--- src/rtl/typer_round_ctrl.sv ---
// -----------------------------------------------------------------------------
// typer_round_ctrl
// Game-level sequencer for the speed-typer. It starts each round on the
// keyboard reader and has the parser/timer load each level's character
// sequence and time limit. It reacts to the reader's completion and timeout
// indications, tracks level, lives and score, and declares win or game over.
//
// Ports:
//   clk          system clock
//   resetn       asynchronous active-low reset
//   start        one-cycle pulse: begin a new game (IDLE, WIN, OVER only)
//   abort        level: return to IDLE on the next edge (highest priority)
//   round_done   pulse from reader: level typed correctly
//   round_fail   pulse from reader: level timer expired
//   level_load   one-cycle pulse: parser/timer load data for `level`
//   round_start  one-cycle pulse: reader arms and accepts keystrokes
//   level        current level index
//   lives        remaining lives
//   score        accumulated score (saturating)
//   busy         high while a round is in progress (LOAD..PAUSE)
//   game_won     held high in WIN
//   game_over    held high in OVER
//   state        state code for the HEX debug display
// -----------------------------------------------------------------------------
module typer_round_ctrl #(
  parameter int NUM_LEVELS   = 8,
  parameter int START_LIVES  = 3,
  parameter int RETRY_CYCLES = 50000000,
  parameter int PTS_BASE     = 10,
  parameter int LEVEL_W      = 4,
  parameter int SCORE_W      = 16
) (
  input  logic               clk,
  input  logic               resetn,
  input  logic               start,
  input  logic               abort,
  input  logic               round_done,
  input  logic               round_fail,
  output logic               level_load,
  output logic               round_start,
  output logic [LEVEL_W-1:0] level,
  output logic [2:0]         lives,
  output logic [SCORE_W-1:0] score,
  output logic               busy,
  output logic               game_won,
  output logic               game_over,
  output logic [3:0]         state
);

  typedef enum logic [3:0] {
    ST_IDLE  = 4'd0,
    ST_LOAD  = 4'd1,
    ST_ARM   = 4'd2,
    ST_PLAY  = 4'd3,
    ST_SCORE = 4'd4,
    ST_FAIL  = 4'd5,
    ST_PAUSE = 4'd6,
    ST_WIN   = 4'd7,
    ST_OVER  = 4'd8
  } state_t;

  // Score arithmetic is done 8 bits wider than the score so the sum can be
  // compared against the saturation limit instead of wrapping.
  localparam int SUM_W = SCORE_W + 8;
  localparam int CNT_W = (RETRY_CYCLES > 1) ? $clog2(RETRY_CYCLES) : 1;

  localparam logic [LEVEL_W-1:0] LAST_LEVEL  = LEVEL_W'(NUM_LEVELS - 1);
  localparam logic [2:0]         INIT_LIVES  = 3'(START_LIVES);
  localparam logic [CNT_W-1:0]   RETRY_LOAD  = CNT_W'(RETRY_CYCLES - 1);
  localparam logic [SUM_W-1:0]   PTS_WIDE    = SUM_W'(PTS_BASE);
  localparam logic [SUM_W-1:0]   SCORE_LIMIT = {8'd0, {SCORE_W{1'b1}}};

  state_t             r_state;
  logic [LEVEL_W-1:0] r_level;
  logic [2:0]         r_lives;
  logic [SCORE_W-1:0] r_score;
  logic [CNT_W-1:0]   r_cnt;
  logic               r_level_load;
  logic               r_round_start;
  logic               r_busy;
  logic               r_game_won;
  logic               r_game_over;

  state_t             w_next_state;
  logic [SUM_W-1:0]   w_level_wide;
  logic [SUM_W-1:0]   w_incr;
  logic [SUM_W-1:0]   w_sum;
  logic [SCORE_W-1:0] w_score_sat;

  // Points for the current level and the saturated new score.
  always_comb begin
    w_level_wide = SUM_W'(r_level);
    w_incr       = PTS_WIDE * (w_level_wide + SUM_W'(1));
    w_sum        = {8'd0, r_score} + w_incr;
    if (w_sum > SCORE_LIMIT) begin
      w_score_sat = {SCORE_W{1'b1}};
    end else begin
      w_score_sat = w_sum[SCORE_W-1:0];
    end
  end

  // Next-state decode; abort overrides every other input.
  always_comb begin
    w_next_state = r_state;
    if (abort) begin
      w_next_state = ST_IDLE;
    end else begin
      case (r_state)
        ST_IDLE, ST_WIN, ST_OVER: begin
          if (start) begin
            w_next_state = ST_LOAD;
          end else begin
            w_next_state = r_state;
          end
        end
        ST_LOAD:  w_next_state = ST_ARM;
        ST_ARM:   w_next_state = ST_PLAY;
        ST_PLAY: begin
          // A simultaneous done and fail counts as done.
          if (round_done) begin
            w_next_state = ST_SCORE;
          end else if (round_fail) begin
            w_next_state = ST_FAIL;
          end else begin
            w_next_state = ST_PLAY;
          end
        end
        ST_SCORE: begin
          if (r_level == LAST_LEVEL) begin
            w_next_state = ST_WIN;
          end else begin
            w_next_state = ST_LOAD;
          end
        end
        ST_FAIL: begin
          if (r_lives <= 3'd1) begin
            w_next_state = ST_OVER;
          end else begin
            w_next_state = ST_PAUSE;
          end
        end
        ST_PAUSE: begin
          if (r_cnt == '0) begin
            w_next_state = ST_LOAD;
          end else begin
            w_next_state = ST_PAUSE;
          end
        end
        default:  w_next_state = ST_IDLE;
      endcase
    end
  end

  // State register, game counters and Moore outputs. The outputs are decoded
  // from the next state so that they line up with the state register.
  always_ff @(posedge clk or negedge resetn) begin
    if (!resetn) begin
      r_state       <= ST_IDLE;
      r_level       <= '0;
      r_lives       <= INIT_LIVES;
      r_score       <= '0;
      r_cnt         <= '0;
      r_level_load  <= 1'b0;
      r_round_start <= 1'b0;
      r_busy        <= 1'b0;
      r_game_won    <= 1'b0;
      r_game_over   <= 1'b0;
    end else begin
      r_state       <= w_next_state;
      r_level_load  <= (w_next_state == ST_LOAD);
      r_round_start <= (w_next_state == ST_ARM);
      r_busy        <= (w_next_state == ST_LOAD)  || (w_next_state == ST_ARM)  ||
                       (w_next_state == ST_PLAY)  || (w_next_state == ST_SCORE) ||
                       (w_next_state == ST_FAIL)  || (w_next_state == ST_PAUSE);
      r_game_won    <= (w_next_state == ST_WIN);
      r_game_over   <= (w_next_state == ST_OVER);

      // abort leaves level/lives/score untouched; the next start clears them.
      if (!abort) begin
        case (r_state)
          ST_IDLE, ST_WIN, ST_OVER: begin
            if (start) begin
              r_level <= '0;
              r_lives <= INIT_LIVES;
              r_score <= '0;
            end
          end
          ST_SCORE: begin
            r_score <= w_score_sat;
            if (r_level != LAST_LEVEL) begin
              r_level <= r_level + LEVEL_W'(1);
            end
          end
          ST_FAIL: begin
            if (r_lives <= 3'd1) begin
              r_lives <= 3'd0;
            end else begin
              r_lives <= r_lives - 3'd1;
              r_cnt   <= RETRY_LOAD;
            end
          end
          ST_PAUSE: begin
            if (r_cnt != '0) begin
              r_cnt <= r_cnt - CNT_W'(1);
            end
          end
          default: begin
          end
        endcase
      end
    end
  end

  assign level_load  = r_level_load;
  assign round_start = r_round_start;
  assign level       = r_level;
  assign lives       = r_lives;
  assign score       = r_score;
  assign busy        = r_busy;
  assign game_won    = r_game_won;
  assign game_over   = r_game_over;
  assign state       = r_state;

endmodule

--- config.mk ---
export PLATFORM = sky130hd
export DESIGN_NAME = typer_round_ctrl
export DESIGN_NICKNAME = d
export VERILOG_FILES = /design/src/rtl/typer_round_ctrl.sv
export SDC_FILE = /design/constraint.sdc
export NUM_CORES = 1
export LEC_CHECK = 0
export ABC_AREA = 0
export CORE_MARGIN = 2
export CORE_UTILIZATION = 53
export CTS_CLUSTER_DIAMETER = 80
export DETAILED_ROUTE_END_ITERATION = 10
export GPL_TIMING_DRIVEN = 0
export PLACE_DENSITY = 0.83
export REMOVE_ABC_BUFFERS = 1
export SETUP_SLACK_MARGIN = 0.4
export SYNTH_ARGS = -nofsm -noshare
export SYNTH_HDL_FRONTEND = slang
export SYNTH_SLANG_ARGS = --single-unit
--- constraint.sdc ---
create_clock -name clk -period 3.7 [get_ports clk]
set_input_delay 0.555 -clock clk [delete_from_list [all_inputs] [get_ports clk]]
set_output_delay 0.555 -clock clk [all_outputs]
set_load 0.1 [all_outputs]
== Word level (Yosys, flattened, before mapping) ==
Index checks and enable logic that the tools add are counted.

* Latch bits: 0
* Output and inout port bits: 32
* Bits in read-only memories: 0
* Bits in writable memories: 0
* Bits of input ports: 6
* Register bits after elaboration: 58
* Memories: 0

* Multiplexer cells: 20
* Shift-type cells: 0
* Bitwise gates (word level): 1
* Reduce and logical (&&, ||, !) cells: 16
* $lt $le $gt $ge: 2
* Add/sub/neg operators: 5
* Equality and inequality tests: 22
* Multiply operators: 1
* Div/mod/pow operators: 0

{| class="wikitable"
|+ Operators with widths
! kind !! count
|-
| 2-to-1 mux 26 bit || 2
|-
| one-hot mux 26 bit (2 select lines) || 1
|-
| equality test 4 x 3 -> 1 bit, second input constant || 9
|-
| 2-to-1 mux 16 bit || 2
|-
| one-hot mux 16 bit (2 select lines) || 1
|-
| one-hot mux 4 bit (7 select lines) || 1
|-
| zero test 26 bit || 1
|-
| nonzero test 26 bit || 1
|-
| subtractor 26 x 1 -> 26 bit, second input constant || 1
|-
| 2-to-1 mux 4 bit || 5
|-
| 2-to-1 mux 3 bit || 6
|-
| adder 16 x 9 -> 17 bit || 1
|-
| > comparator 17 x 16 -> 1 bit, second input constant || 1
|-
| equality test 4 x 2 -> 1 bit, second input constant || 4
|-
| equality test 4 x 1 -> 1 bit, second input constant || 2
|-
| equality test 4 bit, second input constant || 2
|-
| multiplier 3 x 5 -> 8 bit, first input constant || 1
|-
| != test 2 bit, second input constant || 4
|-
| one-hot mux 4 bit (2 select lines) || 1
|-
| AND reduction 4 bit || 2
|-
| one-hot mux 3 bit (2 select lines) || 1
|-
| AND reduction 3 bit || 2
|-
| nonzero test 2 bit || 3
|-
| adder 4 x 1 -> 5 bit, second input constant || 1
|-
| other kinds (8) || 12
|}

== Longest topological paths before layout ==
* Depth in word-level cells: 10
* Gate-level depth with buffers: 16
* Depth with buffers taken out: 14

== Least setup slack after synthesis ==
Ideal clock, no wire load.

* Path type: reg-to-reg
* Start: register r_level[2], in the netlist level[2]
* End: register r_score[13], in the netlist score[13]
* Data arrival time: 3.903 ns
* Clock period less this slack: 4.080 ns
* Path buffers: 0
* Cell stages (with the launch flop): 13
* Setup slack: -0.380 ns
* Required time: 3.523 ns
* Path through: dfrtp_1 -> nand3_1 -> xnor2_1 -> ha_1 -> ha_1 -> fa_1 -> ha_1 -> a21o_1 -> a21oi_1 -> nand2_1 -> a311oi_1 -> nand2b_1 -> o311ai_0

* Cells in the longest elaborated chain, start to end: 6

{| class="wikitable"
|+ Ends and longest elaborated chain
! what !! RTL line !! text
|-
| from (decl) || 74 || <nowiki>logic [LEVEL_W-1:0] r_level;</nowiki>
|-
| from (signal assigned) || 191 || <nowiki>r_level <= r_level + LEVEL_W'(1);</nowiki>
|-
| adder 4 x 1 -> 5 bit * || 93 || <nowiki>w_incr = PTS_WIDE * (w_level_wide + SUM_W'(1));</nowiki>
|-
| multiplier 3 x 5 -> 8 bit * || 93 ||
|-
| adder 16 x 9 -> 17 bit * || 94 || <nowiki>w_sum = {8'd0, r_score} + w_incr;</nowiki>
|-
| > comparator 17 x 16 -> 1 bit || 95 || <nowiki>if (w_sum > SCORE_LIMIT) begin</nowiki>
|-
| 2-to-1 mux 16 bit * || 95 ||
|-
| one-hot mux 16 bit (2 select lines) * || 180 || <nowiki>case (r_state)</nowiki>
|-
| to (signal assigned) || 189 || <nowiki>r_score <= w_score_sat;</nowiki>
|-
| to (decl) || 76 || <nowiki>logic [SCORE_W-1:0] r_score;</nowiki>
|}

Every way passes the cells marked *; elsewhere a longest branch is shown, timed or not.
A chain may end at the register's enable or synchronous reset.

== Final worst setup path ==
* Start: register r_level[0], in the netlist level[0]
* End: register r_score[11], in the netlist score[11]

The elaborated chain is that of the path after synthesis.

==> impl_summary.txt <==
----------------------------------------------------
[Drt]
  Total number of vias ... 3399
  Average vias per placed instance ... between 6 and 7
  First drt pass iteration count ... 5
  DRC violations left ... 0
  Mean routed wirelength per cell ... approximately 17 µm
  Final wirelength ... 9.44 mm
  Number of nets with antenna violations after detailed routing ... 0
  Drt first-iter violations ... 284

[Worst setup path]
  Reg-to-Reg Start ... level[0]$_DFFE_PN0P_
  Signal arrival time at the worst endpoint ... 3510 ps
  Startpoint type of the worst setup path ... flip-flop
  Worst setup path startpoint ... level[0]$_DFFE_PN0P_
  Reg2Reg Setup Slack ... 390 ps
  Critical path's top delay family ... adder cells
  Critical path cell sequence ... ha_4, xor2_1, ha_2, ha_4, fa_2, xor2_2, ha_2, o2111ai_1, nand2_2, a311oi_4, o311ai_0, o311ai_2
  Capture point of the critical path ... score[11]$_DFFE_PN0P_
  Depth of the most critical reg-to-reg path ... 12
  Delay contributed by the slowest stage of the critical path ... 450 ps
  Master of the slowest instance on the critical path ... dfrtp_2
  Total stage count of the critical path ... 12
  Crit path required time ... 3890 ps
  Endpoint of the most critical register-to-register path ... score[11]$_DFFE_PN0P_
  Count of buffering cells on the critical path with inverters included ... 0
  Worst setup EP type ... flip-flop
  Maximum fanout along the worst path ... 7
  WS Path Type ... flip-flop to flip-flop

[Layout]
  Fill cells ... 500
  Fraction of final layout cells sized beyond drive strength 1 ... 0.167
  Number of diodes ... 0
  Area occupied by multi-input gates ... 2290 µm²
  Area of all placed cells without fillers ... roughly 4600 µm²
  Area Overhead vs Synth ... 23.6%
  FF+latch area ... 1460 µm²
  Net total in the final layout ... 469

[Yosys]
  Mapped Cells ... 401
  Synthesis warning total ... 0
  Share of flip-flops with an asynchronous set or reset after synthesis ... 1.00
  Cell area after technology mapping ... roughly 3700 µm²
  Most used flip-flop cell after synthesis ... dfrtp_1
  Per-instance average area after synthesis ... 9.26 µm²
  Count of unique library cells instantiated by Yosys ... 71
  Number of enable-type register cells in the synthesized netlist ... 0
  Register bit total from synthesis ... 58
  Sequential share of the synthesized area ... 0.392

[Placement]
  Port Buffers ... 37
  Post-place setup slack ... -101 ps
  DP Wirelength ... 5.98 mm
  Placed cell area ... 4130 µm²
  Routability cong. ... 0.831

[Floorplan]
  DIE WIDTH ... roughly 90 µm
  Number of ports placed on the die boundary ... 38
  Vertical die dimension ... 87.7 µm
  Core ar. ... 6790 µm²
  Initial Util ... 0.547
  Die outline area ... 7690 µm²
  Site row count ... 30

[STA]
  Unrepaired setup endpoints after global routing ... yes
  Max Clock Skew ... 7.97 ps
  # setup viols final ... 0
  Total negative slack ... 0 ps
  Relative slew margins ... 0.162
  Number of hold violations in the final report ... 0
  Clock period minus worst slack ... between 3000 and 4000 ps
  Final cycle utilization of the critical path ... 0.896
  Final max-slew violation count ... 0
  Top achievable clock speed ... 0.302 GHz
  Worst-Margin Slew ... 1250 ps
  PnR worst setup slack ... 386 ps

[Clocking]
  Clk_lat worst skew ... 350 ps
  Root buffer cell ... clkbuf_8
  H-Tree Depth ... 3
  Num Clock Sinks ... 58
  Clock slew seen by the registers of the worst setup and hold paths ... 70 ps
  Clock tree from TritonCTS ... built
  Number of hold buffers added after cts ... 0
  Total CTS buffers ... 9
  Number of buffers on the longest clock path ... 2

[Global routing]
  Number of global-route vias before repair ... 3243
  First-pass GRT wire length ... around 15 mm
  Sum of overflow across all layers after global routing ... 0
  Number of antenna violations at the first check in global routing ... 0
  Pin count of the biggest net entering global routing ... 34
  Global-route usage over all layers ... 0.249

[Run]
  Number of maximum-capacitance violations ... 0

[Power and ir drop]
  Final Total Pwr ... 0.00311 W
  Static leakage ... 1.96 nW
  Maximum VDD drop ... 0.000491 V
  PD cells ... between 600 and 700 nW/µm²

[Outcome]
  Outcome ... complete, no violations

[Hold path]
  Hold Crit Class ... input port to asynchronous set/reset pin

----------------------------------------------------
[placed cells by master (no fill, tap or decap), types with 5 or more instances in the layout]
cell | netlist | routed
inv_1 | 13 | 13
a22oi_1 | 6 | 6
and3_1 | 5 | 5
o31ai_1 | 14 | 14
nor4_1 | 6 | 6
a31oi_1 | 10 | 10
dfrtp_1 | 56 | 53
buf_4 | 1 | 9
nand2_1 | 34 | 33
nand3_1 | 15 | 13
clkbuf_8 | 2 | 10
o21ai_0 | 20 | 19
a21o_1 | 8 | 8
nor3_1 | 15 | 15
nor2_1 | 36 | 34
ha_4 | 0 | 5
a21oi_1 | 19 | 18
clkdlybuf4s50_1 | 0 | 36
ha_1 | 18 | 11
[what timing repair did]
action / 4_1_cts / 5_1_grt
buffers inserted: 3 / 6
pin swaps: 2 / 11
gates cloned: 0 / 0
gates resized for setup: 10 / 24
setup endpoints to repair: 14 / 16
[worst register-to-register path, cell delays in order (launching register included)]
cell       delay [ps]
dfrtp_2           450
ha_4              190
xor2_1            150
ha_2              210
ha_4              170
fa_2              380
xor2_2            160
ha_2              390
o2111ai_1         150
nand2_2           120
a311oi_4          150
o311ai_0          450
o311ai_2          190
[synthesized netlist by cell type (4+ instances only)]
| cell | number | area [µm²] |
|---|---|---|
| nor2b_1 | 4 | 25.0 |
| nor2_1 | 36 | 135 |
| a31oi_1 | 10 | 62.6 |
| nand3_1 | 15 | 75.1 |
| nor4b_1 | 4 | 35.0 |
| nor4_1 | 6 | 37.5 |
| ha_1 | 18 | 225 |
| and3_1 | 5 | 31.3 |
| o311ai_0 | 4 | 35.0 |
| o21ai_0 | 20 | 100 |
| nand2_1 | 34 | 128 |
| a22oi_1 | 6 | 45.0 |
| a21o_1 | 8 | 60.1 |
| xor2_1 | 5 | 43.8 |
| dfrtp_1 | 56 | 1400 |
| o41ai_1 | 4 | 35.0 |
| nand2b_1 | 4 | 25.0 |
| and4_1 | 4 | 35.0 |
| a21oi_1 | 19 | 95.1 |
| o31ai_1 | 14 | 105 |
| or3_1 | 4 | 25.0 |
| nor3_1 | 15 | 75.1 |
| and2_1 | 4 | 25.0 |
| buf_2 | 5 | 25.0 |
| xnor2_1 | 6 | 52.6 |
| a211o_1 | 4 | 35.0 |
| a211oi_1 | 4 | 30.0 |
| o21a_1 | 4 | 30.0 |
| clkbuf_1 | 8 | 30.0 |
| inv_1 | 13 | 48.8 |
[metal layers]
metal  GRT usage  wire, µm
met5           0         0
met4      0.0937       183
met2       0.420      4770
met3      0.0415       375
met1       0.320      4120
[cell type report]
class,count,area share
Clock buffer,11,0.0308
Clock inverter,5,0.0169
Inverter,13,0.0106
Multi-Input combinational cell,314,0.499
Sequential cell,58,0.318
Tap cell,96,0.0262
Timing Repair Buffer,47,0.0987
[flip-flops by register name (all words and copies together) (netlist names)]
register / cells
level: 4
r_cnt: 26
state: 4
game_won: 1
level_load: 1
game_over: 1
lives: 3
busy: 1
round_start: 1
score: 16
[worst min-delay path by stage]
stage / start / to / slack [ps] / depth (start not counted)
2_1_floorplan: resetn / busy$_DFF_PN0_ / 260 / 0
3_3_place_gp: r_cnt[18]$_DFFE_PN0P_ / r_cnt[18]$_DFFE_PN0P_ / 480 / 2
3_5_place_dp: r_cnt[18]$_DFFE_PN0P_ / r_cnt[18]$_DFFE_PN0P_ / 500 / 2
4_1_cts: resetn / score[5]$_DFFE_PN0P_ / 230 / 1
5_1_grt: resetn / score[5]$_DFFE_PN0P_ / 270 / 1
6_report: resetn / score[5]$_DFFE_PN0P_ / 210 / 1
[cells by family after synthesis]
family / after synthesis / synth area share
adder cells (fa/ha/maj): 20 / 0.0714
AO/OA/AOI/OAI: 121 / 0.233
XOR/XNOR: 11 / 0.0259
flip-flops: 58 / 0.392
AND/OR/NAND/NOR: 159 / 0.234
other: 1 / 0.00101
buffers and inverters: 29 / 0.0374
multiplexers: 2 / 0.00573
[metrics by stage]
step                hold slack [ps]  instances  utilization
detailed placement              502        519        0.608
global route                    268        544        0.676
global placement                477        518        0.606
floorplan                       259        385            -
CTS                             227        538        0.652
finish                          214        544        0.676
[power by group]
| part | internal, W | switching, W |
|---|---|---|
| registers | 0.000836 | 0.000240 |
| logic | 0.000445 | 0.000917 |
| clock network | 0.000396 | 0.000274 |
Note: power is estimated with default switching activity, not from simulation.
